## src/rtl/mux_sched_pkg.sv

```systemverilog
// Shared types and constants for the pair-mux scheduler: select codes, FSM state
// and the select-code -> source-mask helper.
package mux_sched_pkg;

    localparam logic [1:0] SE_AB = 2'b00;
    localparam logic [1:0] SE_BC = 2'b01;
    localparam logic [1:0] SE_CD = 2'b10;
    localparam logic [1:0] SE_AD = 2'b11;

    typedef enum logic {
        EMPTY = 1'b0,
        FULL  = 1'b1
    } state_t;

    // Returns the consumed sources as {D,C,B,A}.
    function automatic logic [3:0] pair_mask(input logic [1:0] se);
        logic [3:0] mask;
        case (se)
            SE_AB:   mask = 4'b0011;
            SE_BC:   mask = 4'b0110;
            SE_CD:   mask = 4'b1100;
            default: mask = 4'b1001;
        endcase
        return mask;
    endfunction

endpackage

```

## src/rtl/rr_pair_picker.sv

```systemverilog
// Combinational round-robin picker: first eligible pair code searching from
// i_ptr upward, modulo 4.
module rr_pair_picker (
    input  logic [3:0] i_eligible,
    input  logic [1:0] i_ptr,
    output logic       o_grant_valid,
    output logic [1:0] o_grant
);

    logic [1:0] w_idx;

    // Walk from lowest priority to highest so the highest-priority hit wins.
    always_comb begin
        o_grant_valid = 1'b0;
        o_grant       = i_ptr;
        w_idx         = i_ptr;
        for (int k = 3; k >= 0; k--) begin
            w_idx = i_ptr + 2'(k);
            if (i_eligible[w_idx]) begin
                o_grant_valid = 1'b1;
                o_grant       = w_idx;
            end
        end
    end

endmodule

```

## src/rtl/mux_pair_scheduler.sv

```systemverilog
// Round-robin scheduler feeding the 4-in/2-out pair mux from sources A..D.
// Optional per-pair grant counters are enabled with MUX_SCHED_STATS_EN.
module mux_pair_scheduler
    import mux_sched_pkg::*;
#(
    parameter int DATA_W = 4,
    parameter int CNT_W  = 8
) (
    input  logic              clk,
    input  logic              rst,
    input  logic [DATA_W-1:0] a_data,
    input  logic [DATA_W-1:0] b_data,
    input  logic [DATA_W-1:0] c_data,
    input  logic [DATA_W-1:0] d_data,
    input  logic              a_valid,
    input  logic              b_valid,
    input  logic              c_valid,
    input  logic              d_valid,
    output logic              a_ready,
    output logic              b_ready,
    output logic              c_ready,
    output logic              d_ready,
    output logic [DATA_W-1:0] out_m,
    output logic [DATA_W-1:0] out_n,
    output logic [1:0]        out_se,
    output logic              out_valid,
    input  logic              out_ready
`ifdef MUX_SCHED_STATS_EN
    ,
    output logic [CNT_W-1:0]  stat_ab,
    output logic [CNT_W-1:0]  stat_bc,
    output logic [CNT_W-1:0]  stat_cd,
    output logic [CNT_W-1:0]  stat_ad
`endif
);

    state_t            r_state;
    logic [1:0]        r_ptr;
    logic [DATA_W-1:0] r_m;
    logic [DATA_W-1:0] r_n;
    logic [1:0]        r_se;

    logic [3:0]        w_eligible;
    logic              w_grant_valid;
    logic [1:0]        w_grant;
    logic              w_load_en;
    logic              w_fire;
    logic [3:0]        w_ready;
    logic [DATA_W-1:0] w_m;
    logic [DATA_W-1:0] w_n;

    // Eligibility is indexed by pair code.
    assign w_eligible[SE_AB] = a_valid & b_valid;
    assign w_eligible[SE_BC] = b_valid & c_valid;
    assign w_eligible[SE_CD] = c_valid & d_valid;
    assign w_eligible[SE_AD] = a_valid & d_valid;

    rr_pair_picker u_picker (
        .i_eligible    (w_eligible),
        .i_ptr         (r_ptr),
        .o_grant_valid (w_grant_valid),
        .o_grant       (w_grant)
    );

    assign w_load_en = (r_state == EMPTY) || out_ready;
    assign w_fire    = w_load_en && w_grant_valid && !rst;
    assign w_ready   = w_fire ? pair_mask(w_grant) : 4'b0000;

    assign a_ready = w_ready[0];
    assign b_ready = w_ready[1];
    assign c_ready = w_ready[2];
    assign d_ready = w_ready[3];

    always_comb begin
        w_m = a_data;
        w_n = b_data;
        case (w_grant)
            SE_AB: begin w_m = a_data; w_n = b_data; end
            SE_BC: begin w_m = b_data; w_n = c_data; end
            SE_CD: begin w_m = c_data; w_n = d_data; end
            default: begin w_m = a_data; w_n = d_data; end
        endcase
    end

    // Unload and reload share the same edge, so a steady stream has no bubbles.
    always_ff @(posedge clk) begin
        if (rst) begin
            r_state <= EMPTY;
            r_ptr   <= SE_AB;
            r_m     <= '0;
            r_n     <= '0;
            r_se    <= SE_AB;
        end else if (w_load_en) begin
            if (w_grant_valid) begin
                r_state <= FULL;
                r_ptr   <= w_grant + 2'd1;
                r_m     <= w_m;
                r_n     <= w_n;
                r_se    <= w_grant;
            end else begin
                r_state <= EMPTY;
            end
        end
    end

    assign out_m     = r_m;
    assign out_n     = r_n;
    assign out_se    = r_se;
    assign out_valid = (r_state == FULL);

`ifdef MUX_SCHED_STATS_EN
    logic [3:0][CNT_W-1:0] r_cnt;

    // Saturating counters, one per pair code.
    always_ff @(posedge clk) begin
        if (rst) begin
            r_cnt <= '0;
        end else if (w_fire && (r_cnt[w_grant] != {CNT_W{1'b1}})) begin
            r_cnt[w_grant] <= r_cnt[w_grant] + 1'b1;
        end
    end

    assign stat_ab = r_cnt[SE_AB];
    assign stat_bc = r_cnt[SE_BC];
    assign stat_cd = r_cnt[SE_CD];
    assign stat_ad = r_cnt[SE_AD];
`else
    logic [CNT_W-1:0] w_unused_cnt;
    assign w_unused_cnt = '0;
`endif

endmodule

```

## config.mk

```make
export PLATFORM = sky130hd
export DESIGN_NAME = mux_pair_scheduler
export DESIGN_NICKNAME = d
export VERILOG_FILES = /design/src/rtl/mux_sched_pkg.sv /design/src/rtl/rr_pair_picker.sv /design/src/rtl/mux_pair_scheduler.sv
export SDC_FILE = /design/constraint.sdc
export NUM_CORES = 1
export LEC_CHECK = 0
export ABC_AREA = 1
export CAP_MARGIN = 20
export CORE_ASPECT_RATIO = 1.1
export CORE_MARGIN = 2
export CORE_UTILIZATION = 42
export CTS_CLUSTER_DIAMETER = 50
export DETAILED_ROUTE_END_ITERATION = 8
export PLACE_DENSITY_LB_ADDON = 0.05
export SYNTH_ARGS = -nofsm -noshare
export SYNTH_HDL_FRONTEND = slang
export SYNTH_SLANG_ARGS = --single-unit
```

## constraint.sdc

```tcl
create_clock -name clk -period 2.3 [get_ports clk]
set_input_delay 0.46 -clock clk [delete_from_list [all_inputs] [get_ports clk]]
set_output_delay 0.46 -clock clk [all_outputs]
set_load 0.1 [all_outputs]
```

==> reports/summary.txt, run 1 <==
Status = finished with violations
Failing checks = setup timing
Tmin final = 2590 ps
CTS max path bufs = 2
HP Class = reg2reg
Synth Flop Type = dfxtp_1
IO buf count = 37
Met3 wire len = 119 um
DIE WIDTH = 48.6 um
Setup ws final = -288 ps
RePlAce Congestion = 0.797
Via density = 5.03
Post-synthesis sequential area ratio = 28.3%
Final ANT Viol Nets = 0
DRC viols = 0
Syn Nets = 168
Maxcap violations = 0
Post-synth top cells = nand2_1 (30), inv_1 (22), a21oi_1 (14)
Layout cells sized above 1 = 37.1%
Remaining Overflow, GRT = 0
Post-synthesis register bit count = 13
Hold path cells = 2
Core Box Area = 2040 um^2
Largest net degree at the start of global routing = 23
Critical setup path kind = in2out
Via count = 1131
Relative slew slack = 81.6%
Routed met2 length = 1370 um
CTS tree = built
Worst skew pair latency = 260 ps
Setup crit end kind = primary output
Worst Path Max Fanout = 4
Cts bufs inserted = 3
Layout area overhead = 76.2%
Cell Area, Synth = 918 um^2
DR WL/cell = 12.3 um
Netlist cell types = 21
Worst-path clk slew = 70 ps
Final count of negative-setup-slack endpoints = 4
Critical path launch point type = input pin
Setup Skew = 2.03 ps
Number of synthesized flops with an enable pin = 0
Detailed Route WL = 2760 um
Starting Density = 45.0%
Reg2Reg Depth = 17
Synth area leaders = dfxtp_1 (28%), nand2_1 (12%), inv_1 (9.0%)
Final hold violations = 0
DR top layer = met4
Pre-Repair DR Iteration Count = 4
Top-level I/O count = 38
Syn Inst Count = 141
Antenna Cells = 0
Initial antenna violation count = 0
RSZ-0062 raised after global routing = true
Drt first-iter violations = 21
Yosys top cell area share = 28.3%
Syn Area/Cell = 6.51 um^2
Fin crit share = 113%
Dpl hpwl = 2070 um
CTS sink count = 13
Htree depth = 1
Post-route setup TNS = -1100 ps
Peak Freq = 386 MHz
WP data required = 1840 ps
First-pass GRT wire length = 4660 um
DIE AREA = 2580 um^2
Num rows = 17
Die H = 53.0 um
Synth area leader = dfxtp_1
Root buffer cell = clkbuf_4
Critical Path AT = 2130 ps
DRT met1 WL = 1240 um
Worst Max-Slew Pin Slew = 279 ps
Vias in the first global route = 1090
Number of nets in the layout = 225
GR Util All Layers = 23.3%
Most common cell in the netlist = nand2_1
Slew Limit Fails = 0
Hold buffers post-CTS = 0
Syn. warnings = 0
Ys async rst share = 0%
-- stage by stage --
| step | instance area [um^2] | utilization (%) | setup slack, ps | cells | hold slack, ps |
|---|---|---|---|---|---|
| after floorplan | 997 | - | -316 | 141 | 529 |
| after global placement | 1510 | 73.9 | -654 | 218 | 457 |
| after detailed placement | 1510 | 73.9 | -728 | 218 | 495 |
| after CTS | 1620 | 79.2 | -246 | 225 | 507 |
| after global routing | 1620 | 79.2 | -405 | 225 | 517 |
| final | 1620 | 79.2 | -288 | 225 | 505 |
-- per-layer routing --
layer	vias up	global-route usage, %
li1	577	-
met1	511	26.5
met2	39	44.4
met3	4	2.54
met4	0	10.5
met5	-	0
-- path summary, 6_finish.rpt --
path	start	to	slack, ps
max reg2reg	r_ptr[0]$_SDFFE_PP0P_	out_m[3]$_SDFFE_PP0P_	90
min reg2reg	out_se[0]$_SDFFE_PP0P_	out_se[0]$_SDFFE_PP0P_	510
min	out_se[0]$_SDFFE_PP0P_	out_se[0]$_SDFFE_PP0P_	510
max	b_valid	d_ready	-290
-- final cells by class --
cell class | instances | area [um^2]
Timing Repair Buffer | 57 | 531
Tap cell | 28 | 35.0
Fill cell | 160 | 424
Sequential cell | 13 | 265
Inverter | 23 | 91.3
Clock buffer | 4 | 26.3
Multi-Input combinational cell | 100 | 669
-- what timing repair did --
item | in CTS | in global routing
setup buffers | 4 | 0
setup endpoints to repair | 13 | 11
hold endpoints to repair | 0 | 0
pin swaps | 14 | 1
resized for setup | 30 | 7
gates cloned | 0 | 0
-- state kept, by name (all words and copies together) (netlist names) --
signal,count
out_m,4
out_n,4
out_se,2
out_valid,1
r_ptr,2
-- cell usage in the layout (no fill, tap or decap), types with 2 or more instances in the layout --
master            n
buf_4            30
nand2_1          23
inv_1            18
clkdlybuf4s50_1  18
a21oi_1          14
dfxtp_1          11
o21ai_1          10
nand3_1           9
o22ai_1           8
nand2_2           6
buf_12            5
nor2_4            4
nand3_2           3
inv_2             3
nor2_2            3
nor2_1            3
a21boi_1          3
ha_4              3
clkbuf_4          3
inv_4             2
o21ai_0           2
buf_2             2
-- worst max-delay path, stage by stage --
cell	delay, ps
clkdlybuf4s15_1	240
nand2_1	70
nand2_1	80
nand3_1	90
nand2_1	100
inv_1	50
nand2_1	70
nand2_2	60
nand2_1	70
nand2_2	80
nand2_4	120
inv_4	50
ha_1	230
nor2_2	140
nor2_4	50
buf_12	160
-- kinds of logic (layout without fill, tap and decap cells) --
group                    Yosys count  after routing  synth area share (%)
XOR/XNOR                           2              2                  1.91
adder cells (fa/ha/maj)            4              4                  5.45
AO/OA/AOI/OAI                     40             40                  25.2
flip-flops                        13             13                  28.3
AND/OR/NAND/NOR                   54             54                  24.7
buffers and inverters             28             84                  14.4
Power of run 1 is left out: the tool's default activity adds up to more than one toggle a clock period on the data nets, which glitch-free logic cannot reach.
==> run 2: changes to the inputs <==
CORE_UTILIZATION = 44   (was 42)
CTS_CLUSTER_SIZE = 40   (was not set)
SYNTH_HIERARCHICAL = 1   (was not set)
==> reports/summary.txt, run 2 <==
Setup ws final = -433 ps (-144 ps)
Most common cell after layout, fill and taps aside = nand2_1
Dpl hpwl = 2350 um (+13%)
Synth area leader = nand2_1
Setup crit end kind = primary output
Drt first-iter violations = 39 (+86%)
Top-level I/O count = 38 (unchanged)
Syn Area/Cell = 5.88 um^2 (-9.8%)
Worst skew pair latency = 280 ps (+20 ps)
Final ANT Viol Nets = 0 (unchanged)
WP data required = 1840 ps (about the same)
Via count = 1439 (+27%)
Post-route setup TNS = -1660 ps (-555 ps)
Setup Skew = 5.70 ps (+3.67 ps)
Simple-gate share of the synthesized area = 45.5% (+21 points)
Hold buffers post-CTS = 0 (unchanged)
Post-synthesis compound-gate area fraction = 11.6% (-14 points)
Synth Flop Type = dfxtp_1
DR WL/cell = 15.8 um (+29%)
Fin crit share = 119% (+6.3 points)
Initial antenna violation count = 0 (unchanged)
Number of synthesized flops with an enable pin = 0 (unchanged)
Via density = 5.27 (+4.9%)
Critical path launch point type = register
Syn Inst Count = 182 (+29%)
Worst Path Max Fanout = 6 (+2)
Yosys top cell area share = 27.4% (-0.97 points)
Layout area overhead = 85.0%
Final count of negative-setup-slack endpoints = 6 (+2)
Maxcap violations = 0 (unchanged)
Most frequent cells in the layout = nand2_1 (51), buf_4 (31), clkdlybuf4s50_1 (18)
RSZ-0062 raised after global routing = true
Number of nets in the layout = 271 (+20%)
Syn. warnings = 6 (+6)
GR Util All Layers = 24.5% (+1.2 points)
Fillcell total = 119 (-26%)
Core Box Area = 2270 um^2 (+11%)
DP Worst Slack = -680 ps (+48.2 ps)
Peak Freq = 366 MHz (-5.3%)
HP Class = reg2reg
Largest family of logic cells by synthesized area = simple AND/OR/NAND/NOR gates
Mux contribution to synthesized area = 0% (unchanged)
Slew Limit Fails = 0 (unchanged)
Failing checks = setup timing
Cell Area, Synth = 1070 um^2 (+16%)
Most common cell in the netlist = nand2_1
Largest net degree at the start of global routing = 16 (-30%)
Fin Hold WS = 496 ps (-9.06 ps)
Num rows = 18 (+1)
Vias in the first global route = 1270 (+17%)
Tmin final = 2730 ps (+144 ps)
Ys async rst share = 0% (unchanged)
Post-synthesis sequential area ratio = 24.3% (-4.0 points)
Starting Density = 47.0% (+2.1 points)
CTS sink count = 13 (unchanged)
First-pass GRT wire length = 5400 um (+16%)
Final hold violations = 0 (unchanged)
Worst-path clk slew = 80 ps (about the same)
Critical setup path kind = reg2out
Xor/xnor share of the synthesized area = 0% (-1.9 points)
CTS tree = built
Critical Path AT = 2270 ps (+140 ps)
Post-synth top cells = nand2_1 (78), inv_1 (25), nor2_1 (14)
Syn Nets = 209 (+24%)
Layout cells sized above 1 = 51.0% (+14 points)
CTS max path bufs = 2 (unchanged)
Antenna Cells = 0 (unchanged)
Netlist cell types = 24 (+14%)
Root buffer cell = clkbuf_4
Status = finished with violations
IO buf count = 37 (unchanged)
Detailed Route WL = 4310 um (+56%)
Synth area leaders = nand2_1 (27%), dfxtp_1 (24%), inv_1 (8.8%)
Htree depth = 1 (unchanged)
Cts bufs inserted = 3 (unchanged)
Die H = 55.7 um (+5.0%)
RePlAce Congestion = 0.828 (+3.9%)
Post-synthesis register bit count = 13 (unchanged)
Worst Max-Slew Pin Slew = 271 ps (-7.41 ps)
DIE WIDTH = 51.0 um (+5.0%)
Relative slew slack = 81.9% (+0.27 points)
Remaining Overflow, GRT = 0 (unchanged)
Pre-Repair DR Iteration Count = 4 (unchanged)
DRC viols = 0 (unchanged)
Synth Area in Adders = 4.68% (-0.77 points)
DIE AREA = 2840 um^2 (+10%)
==> run 2: critical path, stage by stage, from the launching register on <==
cell	delay, ps
dfxtp_4	370
buf_6	120
inv_8	80
nand2_2	70
nand2_4	90
nand2_4	70
nand2_2	90
nand2_2	50
nand2_2	80
nand3_2	90
nand2_4	120
buf_6	120
ha_4	150
nor2_4	40
nor3_4	230
buf_12	210
==> run 2: through the flow <==
stage | instances | util [%] | area, um^2
6_report | 273 | 87.0 | 1980
5_1_grt | 273 | 87.0 | 1980
3_5_place_dp | 261 | 74.1 | 1690
3_3_place_gp | 261 | 74.1 | 1690
4_1_cts | 270 | 79.3 | 1800
2_1_floorplan | 182 | - | 1190
==> run 2: kinds of logic after synthesis <==
group,Yosys count
flip-flops,13
AO/OA/AOI/OAI,17
AND/OR/NAND/NOR,114
adder cells (fa/ha/maj),4
buffers and inverters,34
==> run 2: area by class of cell <==
class	instances	area (um^2)	share of cell area, %
Clock buffer	4	26.3	1.33
Inverter	29	124	6.26
Multi-Input combinational cell	135	940	47.5
Sequential cell	13	268	13.5
Tap cell	30	37.5	1.90
Timing Repair Buffer	62	584	29.5
==> run 2: routing by layer <==
layer  vias up  track usage, %  wire, um
met2        79            43.6      2190
met5         -               0         0
met3        14            2.96       266
li1        671               -         -
met1       675            28.8      1720
met4         0            10.0       135
==> run 2: worst paths after layout <==
path	depth (start not counted)	start	slack, ps	endpoint
worst max-delay path	15	r_ptr[0]$_SDFFE_PP0P_	-430	b_ready
worst min-delay path	2	out_se[0]$_SDFFE_PP0P_	500	out_se[0]$_SDFFE_PP0P_
worst max register to register	13	r_ptr[0]$_SDFFE_PP0P_	-30	out_m[0]$_SDFFE_PP0P_
worst min register to register	2	out_se[0]$_SDFFE_PP0P_	500	out_se[0]$_SDFFE_PP0P_
==> run 2: repair_timing <==
action                     in CTS  in global routing
pin swaps                      18                 18
setup endpoints to repair      12                  8
gates resized for setup        37                 40
buffers inserted                5                  3
Power of run 2 is left out for the same reason.
==> run 3: changes to the inputs <==
PLACE_DENSITY = 0.79   (was not set)
PLACE_DENSITY_LB_ADDON = not set   (was 0.05)
==> reports/summary.txt, run 3 (synthesis results as in run 2) <==
CP peak stage delay = 370 ps (about the same)
Core Box Area = 2270 um^2 (unchanged)
Critical setup path kind = reg2out
Via density = 4.81 (-8.8%)
Htree depth = 1 (unchanged)
Die H = 55.7 um (unchanged)
Cells along the critical path = buf_12 -> inv_8 -> nand2_1 -> nand2_2 -> nand2_1 -> nand2_2 -> nand2_1 -> nand2_2 -> nand3_2 -> nand2_4 -> inv_4 -> ha_4 -> inv_4 -> nor2_4 -> buf_12
RSZ-0062 raised after global routing = true
Slew Limit Fails = 0 (unchanged)
Setup ws final = -354 ps (+78.7 ps)
Area occupied by multi-input gates = 855 um^2 (-9.1%)
Reg area = 265 um^2 (-0.93%)
Final hold violations = 0 (unchanged)
Met3 wire len = 137 um (-48%)
Critical path launch point type = register
Starting Density = 47.0% (unchanged)
Setup Skew = 4.33 ps (-1.37 ps)
CP max-delay cell = dfxtp_4
Antenna Cells = 0 (unchanged)
Status = finished with violations
CTS sink count = 13 (unchanged)
Layout cells sized above 1 = 44.9% (-6.1 points)
Top-level I/O count = 38 (unchanged)
Failing checks = setup timing
IO buf count = 37 (unchanged)
Cts bufs inserted = 3 (unchanged)
Num rows = 18 (unchanged)
First-pass GRT wire length = 5110 um (-5.2%)
Routed met2 length = 1680 um (-23%)
DIE WIDTH = 51.0 um (unchanged)
Worst path top cell family by delay = simple AND/OR/NAND/NOR gates
Worst-path clk slew = 90 ps (about the same)
Detailed Route WL = 3210 um (-25%)
Dpl hpwl = 2310 um (-1.8%)
Vias in the first global route = 1208 (-4.9%)
Largest net degree at the start of global routing = 16 (unchanged)
Maxcap violations = 0 (unchanged)
RePlAce Congestion = 0.855 (+3.3%)
Worst R2R Setup Slack = 90 ps (+120 ps)
Remaining Overflow, GRT = 0 (unchanged)
Number of nets in the layout = 264 (-2.6%)
Dpl cells = 259 (-0.77%)
Peak Freq = 377 MHz (+3.0%)
WP data required = 1840 ps (about the same)
Worst Path Max Fanout = 6 (unchanged)
Final ANT Viol Nets = 0 (unchanged)
CTS tree = built
Root buffer cell = clkbuf_4
DRC viols = 0 (unchanged)
Via count = 1279 (-11%)
Fillcell total = 147 (+24%)
Worst Max-Slew Pin Slew = 282 ps (+11.1 ps)
Tmin final = 2650 ps (-78.7 ps)
HP Class = reg2reg
Drt first-iter violations = 17 (-56%)
Worst skew pair latency = 280 ps (about the same)
Layout area overhead = 73.2%
Most frequent cells in the layout = nand2_1 (59), buf_4 (26), clkdlybuf4s50_1 (18)
DR top layer = met3
Post-route insts no fill = 266 (-2.6%)
Initial antenna violation count = 0 (unchanged)
CP Buf/Inv Count = 5 (+1)
Relative slew slack = 81.3% (-0.52 points)
Pre-Repair DR Iteration Count = 4 (unchanged)
DRT met1 WL = 1400 um (-19%)
DR WL/cell = 12.1 um (-23%)
Most common cell after layout, fill and taps aside = nand2_1
Fin crit share = 115% (-3.4 points)
DP Worst Slack = -681 ps (-1.38 ps)
CTS max path bufs = 2 (unchanged)
Setup crit end kind = primary output
Final count of negative-setup-slack endpoints = 4 (-2)
DIE AREA = 2840 um^2 (unchanged)
GR Util All Layers = 22.4% (-2.1 points)
Critical Path AT = 2190 ps (-80 ps)
[run 3: final timing paths]
kind,cells past startpoint,end,start
max,15,c_ready,r_ptr[0]$_SDFFE_PP0P_
min reg2reg,2,out_se[0]$_SDFFE_PP0P_,out_se[0]$_SDFFE_PP0P_
min,2,out_se[0]$_SDFFE_PP0P_,out_se[0]$_SDFFE_PP0P_
max reg2reg,17,out_m[3]$_SDFFE_PP0P_,r_ptr[0]$_SDFFE_PP0P_
[run 3: cell type report]
cell class,count,area share (%)
multi-input combinational,135,46.1
tap,30,2.03
inverter,29,6.55
clock inverter,1,0.270
sequential,13,14.3
timing repair buffer,55,29.5
clock buffer,3,1.22
[run 3: per-stage QoR]
step | util, % | hold WS [ps] | cell area (um^2) | setup TNS [ps]
2_1_floorplan | - | 464 | 1190 | -973
6_report | 81.5 | 481 | 1850 | -1220
5_1_grt | 81.5 | 501 | 1850 | -1850
3_5_place_dp | 74.0 | 470 | 1680 | -6520
3_3_place_gp | 74.0 | 472 | 1680 | -5350
4_1_cts | 76.1 | 485 | 1730 | -977
[run 3: what timing repair did]
item	CTS	global route
hold buffers	0	0
endpoints found under the setup margin	12	8
pin swaps	5	11
cloned	0	1
resized for setup	26	22
buffers inserted	1	1
[run 3: per-layer routing]
| layer | vias up | global-route usage (%) |
|---|---|---|
| met2 | 43 | 39.7 |
| met3 | 0 | 2.69 |
| met1 | 577 | 28.5 |
| met5 | - | 0 |
| li1 | 659 | - |
| met4 | 0 | 4.63 |
[run 3: tightest hold or removal path, delay by kind of cell, from the launching register on]
kind	cells	cell delay, ps
AO/OA/AOI/OAI	1	50
flip-flops	1	320
AND/OR/NAND/NOR	1	70
Power of run 3 is left out for the same reason.
